$ cat src/rtl/winograd_pkg.sv
// Shared definitions for the Winograd PE output path: geometry helpers,
// flattened-tile slicing and the writer FSM state encoding.
package winograd_pkg;

    localparam logic STATE_IDLE  = 1'b0;
    localparam logic STATE_WRITE = 1'b1;

    typedef enum logic {
        IDLE  = STATE_IDLE,
        WRITE = STATE_WRITE
    } state_t;

    // Output tile edge from the input tile edge and kernel edge.
    function automatic int out_tile_size(input int in_tile, input int kernel);
        return in_tile - kernel + 1;
    endfunction

    // Element count of a square output tile.
    function automatic int tile_elems(input int out_tile);
        return out_tile * out_tile;
    endfunction

    // PE accumulator width; 13 guard bits cover the transform growth.
    function automatic int acc_width(input int kernel_w, input int input_w);
        return kernel_w + input_w + 13;
    endfunction

    // LSB position of element k in a flattened tile (element 0 in the MSBs).
    function automatic int elem_lsb(input int n, input int acc_w, input int k);
        return (n - 1 - k) * acc_w;
    endfunction

    // Counter width that stays legal for a count of one.
    function automatic int cnt_width(input int n);
        return (n > 1) ? $clog2(n) : 1;
    endfunction

endpackage

$ cat src/rtl/winograd_out_quant.sv
// Combinational quantizer: ReLU, round-half-up right shift, unsigned saturation.
module winograd_out_quant
    import winograd_pkg::*;
#(
    parameter int ACC_W = 29,
    parameter int OUT_W = 8
) (
    input  logic [ACC_W-1:0] value,
    input  logic [4:0]       shift,
    output logic [OUT_W-1:0] q
);

    // One extra bit keeps the rounding add from wrapping on the largest positive input.
    localparam logic [ACC_W:0] SAT_MAX = {{(ACC_W + 1 - OUT_W){1'b0}}, {OUT_W{1'b1}}};

    logic [ACC_W:0] round_term;
    logic [ACC_W:0] sum;
    logic [ACC_W:0] shifted;

    // Negative inputs clamp to zero; positive ones are rounded, shifted and saturated.
    always_comb begin
        round_term = '0;
        if (shift != 5'd0) begin
            round_term = (ACC_W + 1)'(1) << (shift - 5'd1);
        end
        sum     = {1'b0, value} + round_term;
        shifted = sum >> shift;
        if (value[ACC_W-1]) begin
            q = '0;
        end else if (shifted > SAT_MAX) begin
            q = '1;
        end else begin
            q = shifted[OUT_W-1:0];
        end
    end

endmodule

$ cat src/rtl/winograd_out_writer.sv
// Serializes quantized Winograd output tiles into an output BRAM, one element
// per clock, with consecutive tiles of a frame at consecutive addresses.
//
//   state | meaning
//   IDLE  | no tile held; ready for a new one, BRAM port quiet
//   WRITE | writing element elem_cnt of tile_q; ready again on the last element
module winograd_out_writer
    import winograd_pkg::*;
#(
    parameter int OUT_TILE  = 2,
    parameter int ACC_W     = 29,
    parameter int OUT_W     = 8,
    parameter int ADDR_W    = 8,
    parameter int NUM_TILES = 16
) (
    input  logic                                    clk,
    input  logic                                    reset,
    input  logic                                    in_valid,
    output logic                                    in_ready,
    input  logic [tile_elems(OUT_TILE)*ACC_W-1:0]   in_data,
    input  logic [4:0]                              cfg_shift,
    output logic                                    bram_en,
    output logic                                    bram_we,
    output logic [ADDR_W-1:0]                       bram_addr,
    output logic [OUT_W-1:0]                        bram_din,
    output logic                                    tile_done,
    output logic                                    frame_done
);

    localparam int N      = tile_elems(OUT_TILE);
    localparam int CNT_W  = cnt_width(N);
    localparam int TILE_W = cnt_width(NUM_TILES);

    if (NUM_TILES * N > 2 ** ADDR_W) begin : g_bad_cfg
        $error("winograd_out_writer: NUM_TILES*N exceeds the BRAM address space");
    end

    state_t              state;
    logic [CNT_W-1:0]    elem_cnt;
    logic [TILE_W-1:0]   tile_cnt;
    logic [ADDR_W-1:0]   base;
    logic [N*ACC_W-1:0]  tile_q;
    logic [4:0]          shift_q;
    logic [ACC_W-1:0]    elems [N];
    logic [ACC_W-1:0]    cur_elem;
    logic [OUT_W-1:0]    cur_q;
    logic                last_elem;
    logic                accept;

    for (genvar k = 0; k < N; k++) begin : g_unpack
        assign elems[k] = tile_q[elem_lsb(N, ACC_W, k) +: ACC_W];
    end

    assign cur_elem  = elems[elem_cnt];
    assign last_elem = (elem_cnt == CNT_W'(N - 1));
    assign in_ready  = (state == IDLE) || ((state == WRITE) && last_elem);
    assign accept    = in_valid && in_ready;

    winograd_out_quant #(
        .ACC_W (ACC_W),
        .OUT_W (OUT_W)
    ) u_quant (
        .value (cur_elem),
        .shift (shift_q),
        .q     (cur_q)
    );

    // Tile capture, element sequencing, tile/frame address tracking and BRAM port registers.
    always_ff @(posedge clk or posedge reset) begin
        if (reset) begin
            state      <= IDLE;
            elem_cnt   <= '0;
            tile_cnt   <= '0;
            base       <= '0;
            tile_q     <= '0;
            shift_q    <= '0;
            bram_en    <= 1'b0;
            bram_we    <= 1'b0;
            bram_addr  <= '0;
            bram_din   <= '0;
            tile_done  <= 1'b0;
            frame_done <= 1'b0;
        end else begin
            tile_done  <= 1'b0;
            frame_done <= 1'b0;
            if (accept) begin
                tile_q  <= in_data;
                shift_q <= cfg_shift;
            end
            case (state)
                IDLE: begin
                    bram_en <= 1'b0;
                    bram_we <= 1'b0;
                    if (accept) begin
                        elem_cnt <= '0;
                        state    <= WRITE;
                    end
                end
                WRITE: begin
                    bram_en   <= 1'b1;
                    bram_we   <= 1'b1;
                    bram_addr <= base + ADDR_W'(elem_cnt);
                    bram_din  <= cur_q;
                    if (last_elem) begin
                        tile_done <= 1'b1;
                        elem_cnt  <= '0;
                        if (tile_cnt == TILE_W'(NUM_TILES - 1)) begin
                            frame_done <= 1'b1;
                            base       <= '0;
                            tile_cnt   <= '0;
                        end else begin
                            base     <= base + ADDR_W'(N);
                            tile_cnt <= tile_cnt + 1'b1;
                        end
                        state <= accept ? WRITE : IDLE;
                    end else begin
                        elem_cnt <= elem_cnt + 1'b1;
                    end
                end
                default: state <= IDLE;
            endcase
        end
    end

endmodule

$ cat config.mk
export PLATFORM = sky130hd
export DESIGN_NAME = winograd_out_writer
export DESIGN_NICKNAME = d
export VERILOG_FILES = /design/src/rtl/winograd_pkg.sv /design/src/rtl/winograd_out_quant.sv /design/src/rtl/winograd_out_writer.sv
export SDC_FILE = /design/constraint.sdc
export NUM_CORES = 1
export LEC_CHECK = 0
export CORE_MARGIN = 2
export CORE_UTILIZATION = 45
export CTS_BUF_LIST = sky130_fd_sc_hd__clkbuf_16
export CTS_CLUSTER_SIZE = 24
export DETAILED_ROUTE_END_ITERATION = 8
export PLACE_DENSITY = 0.76
export SYNTH_ARGS = -nofsm -noshare
export SYNTH_HDL_FRONTEND = slang
export SYNTH_SLANG_ARGS = --single-unit
$ cat constraint.sdc
create_clock -name clk -period 6.9 [get_ports clk]
set_clock_uncertainty 0.1 [all_clocks]
set_input_delay 1.725 -clock clk [delete_from_list [all_inputs] [get_ports clk]]
set_output_delay 1.725 -clock clk [all_outputs]
set_load 0.03 [all_outputs]
==> flow_metrics.py <==
metrics = {
    "layout": {
        "diodes": 0,
        "syn_to_final_growth_pct": 21.7,
        "instances_no_fill": 1425,
        "fin_nets": 1284,
        "drive_above_1_share_pct": 21.5,
    },
    "global_routing": {
        "track_usage_pct": 24.8,
        "antenna_found_initial": 0,
        "grt_pass1_vias": 8885,
        "grt_pass1_wl_mm": 47.6,
        "overflow": 0,
        "grt_max_degree": 114,
    },
    "critical_path": {
        "critPathArrivalTime_ns": 6.20,
        "path_max_fanout": 13,
        "worstPathCellList": "clkinv_1, nor2_1, nand2_1, nor2_1, ha_1, a21oi_1, o21ai_1, a21oi_1, mux2_2, o31ai_1, o21ai_0, o21ba_1, mux2_2, o31a_1, or4_4, o31ai_4, a21oi_1",
        "end_kind": "register",
        "critical_path_buf_inv_count": 1,
        "startpoint_type": "register",
        "worst_path_most_repeated_cell": "a21oi_1",
        "cpLargestDelayFamily": "compound AO/OA/AOI/OAI gates",
        "cpPeakStageDelay_ns": 0.56,
        "critical_path_required_ns": 7.11,
        "worst_path_max_delay_cell": "or4_4",
        "path_class": "register to register",
    },
    "timing": {
        "rsz0062_at_grt": "false",
        "hold_viol": 0,
        "min_period_over_period_pct": 86.8,
        "layout_min_cycle_time_ns": 5.99,
        "fmax_mhz": 167,
        "tns_ns": 0,
        "maxSlewViolCount": 0,
        "slew-limit-headroom_pct": 32.5,
        "tightest_slew_ns": 1.01,
        "setup_viol": 0,
    },
    "floorplan": {
        "die_h_microns": 156,
        "rows": 55,
        "dieArea_sq_um": 24500,
        "die_w_microns": 156,
        "start_util_pct": 46.1,
        "coreArea_sq_um": 22700,
        "ios": 145,
    },
    "power": {
        "cellPowerDensity_nw_per_um2": 602,
        "p_leak_nw": 5.20,
        "peakVddDrop_v": 0.000234,
    },
    "synthesis": {
        "ys_top_cells_by_count": "153 x dfrtp_1, 135 x mux2_2, 80 x nand2_1",
        "ys_warn_count": 0,
        "yosysTopAreaCellShare_pct": 36.6,
        "yosysSeqAreaShare_pct": 36.6,
        "synth_cells": 1013,
        "synth.area.top_cells": "dfrtp_1 37%, mux2_2 15%, mux4_2 7.1%",
        "synth-async-reset-ratio_pct": 100,
        "synth_edf_count": 0,
        "synthesis.area_sq_um": 10500,
        "avgSynthCellArea_sq_um": 10.3,
        "synth_nets": 1170,
        "synthFlopType": "dfrtp_1",
        "yosysTopAreaCell": "dfrtp_1",
        "ys_ff_latch": 153,
        "synth_most_common_cell": "dfrtp_1",
        "synth_cell_types": 85,
    },
    "clocking": {
        "ctsHoldBuffers": 0,
        "cts_tree": "done",
        "cts_setup_buffers": 0,
        "clk_pin_slew_ns": 0.07,
        "cts_resized": 0,
        "clock-root-buffer": "clkbuf_16",
        "clockBufferDepth": 2,
        "insertion_delay_ns": 0.43,
        "htree_num_levels": 4,
        "cts.sinks": 153,
        "cts_made_buffers": 17,
    },
    "hold_path": {
        "min_path_type": "register to register",
    },
    "detailed_routing": {
        "num_vias": 8828,
        "drcViolationCount": 0,
        "wl_per_cell_microns": 20.5,
        "ant_nets": 0,
        "initialDrtViolationCount": 811,
        "totalWireLength_mm": 29.2,
        "dr.pass1.iters": 5,
        "detail_route.vias_per_cell": 6.20,
    },
    "place": {
        "gp_congestion": 0.982,
        "portBuffers": 144,
        "dp.cells": 1393,
        "dp_hpwl_mm": 21.8,
    },
    "run_status": {
        "outcome": "complete, no violations",
    },
    "flow_run": {
        "max-cap-violations": 0,
    },
}
[routing by layer]
| layer | GRT usage [%] | wire length, microns | vias up |
|---|---|---|---|
| met5 | 0 | 0 | - |
| li1 | - | - | 4076 |
| met3 | 5.46 | 2070 | 72 |
| met2 | 40.6 | 14000 | 389 |
| met1 | 32.6 | 12200 | 4291 |
| met4 | 9.09 | 978 | 0 |
[worst paths after layout]
| kind | start | endpoint | slack (ns) | cells after the start |
|---|---|---|---|---|
| hold reg to reg | elems[37] | elems[37] | 0.40 | 1 |
| setup reg to reg | shift_q[0] | bram_din[0] | 0.91 | 17 |
| setup / recovery | shift_q[0] | bram_din[0] | 0.91 | 17 |
| max in group asynchronous | reset | elems[81] | 3.85 | 3 |
| hold / removal | elems[37] | elems[37] | 0.40 | 1 |
| min in group asynchronous | reset | elems[72] | 1.77 | 2 |
[worst register-to-register path, cell delays in order (launching register included)]
cell and delay [ns]:
dfrtp_1 0.36, clkinv_1 0.40, nor2_1 0.53, nand2_1 0.41
nor2_1 0.20, ha_1 0.32, a21oi_1 0.20, o21ai_1 0.16
a21oi_1 0.43, mux2_2 0.40, o31ai_1 0.24, o21ai_0 0.29
o21ba_1 0.27, mux2_2 0.29, o31a_1 0.27, or4_4 0.56
o31ai_4 0.33, a21oi_1 0.12
[cells by family after synthesis]
group | synth area share, %
AND/OR/NAND/NOR | 12.6
flip-flops | 36.6
XOR/XNOR | 2.00
buffers and inverters | 3.21
adder cells (fa/ha/maj) | 4.02
AO/OA/AOI/OAI | 17.0
multiplexers | 24.6
[cell type report]
type                            count  area (sq um)
Inverter                           13          53.8
Tap cell                          285           357
Fill cell                        1918          9980
Timing Repair Buffer              163          1600
Multi-Input combinational cell    779          6300
Clock buffer                       17           425
Clock inverter                     15           169
Sequential cell                   153          3830
[cell usage in the layout (no fill, tap or decap), types with 5 or more instances in the layout]
master	n
o211ai_1	12
nand2b_1	12
inv_1	12
a31oi_1	7
xnor2_1	12
and2_1	8
clkbuf_16	17
dfrtp_1	152
nor3_1	28
mux2i_1	28
o21a_1	13
nor4_1	5
ha_1	32
o31ai_1	6
inv_6	5
nor2_1	70
o221ai_1	8
nand3_1	16
a21oi_1	52
and3_1	10
mux4_2	33
o21ai_0	60
buf_4	18
nand4_1	14
a21o_1	11
nand2_1	79
mux2_2	135
clkdlybuf4s50_1	144
a211oi_1	10
xor2_1	10
o22ai_1	15
a221oi_1	6
[state kept, by name (all words and copies together), names as in the netlist]
name and cells:
tile_cnt 4, elem_cnt 2, state 1, tile_done 1, frame_done 1, shift_q 5
base 6, bram_addr 8, elems 116, bram_din 8, bram_we 1
[stage by stage]
stage	power (mW)	hold slack, ns	utilization, %	instance area (sq um)	setup WS [ns]
2_1_floorplan	5.33	0.252	-	10500	0.954
3_3_place_gp	6.55	0.383	53.5	12100	1.11
3_5_place_dp	6.62	0.390	53.5	12100	1.07
4_1_cts	7.61	0.406	56.1	12700	1.02
5_1_grt	8.19	0.414	56.1	12700	0.544
6_report	7.67	0.402	56.1	12700	0.908
[power by group]
part           internal [mW]  total [mW]  switching, mW
Sequential              1.35        1.64          0.294
Clock                  0.543       0.944          0.402
Combinational           2.14        5.08           2.94
Note: power is estimated with default switching activity, not from simulation.
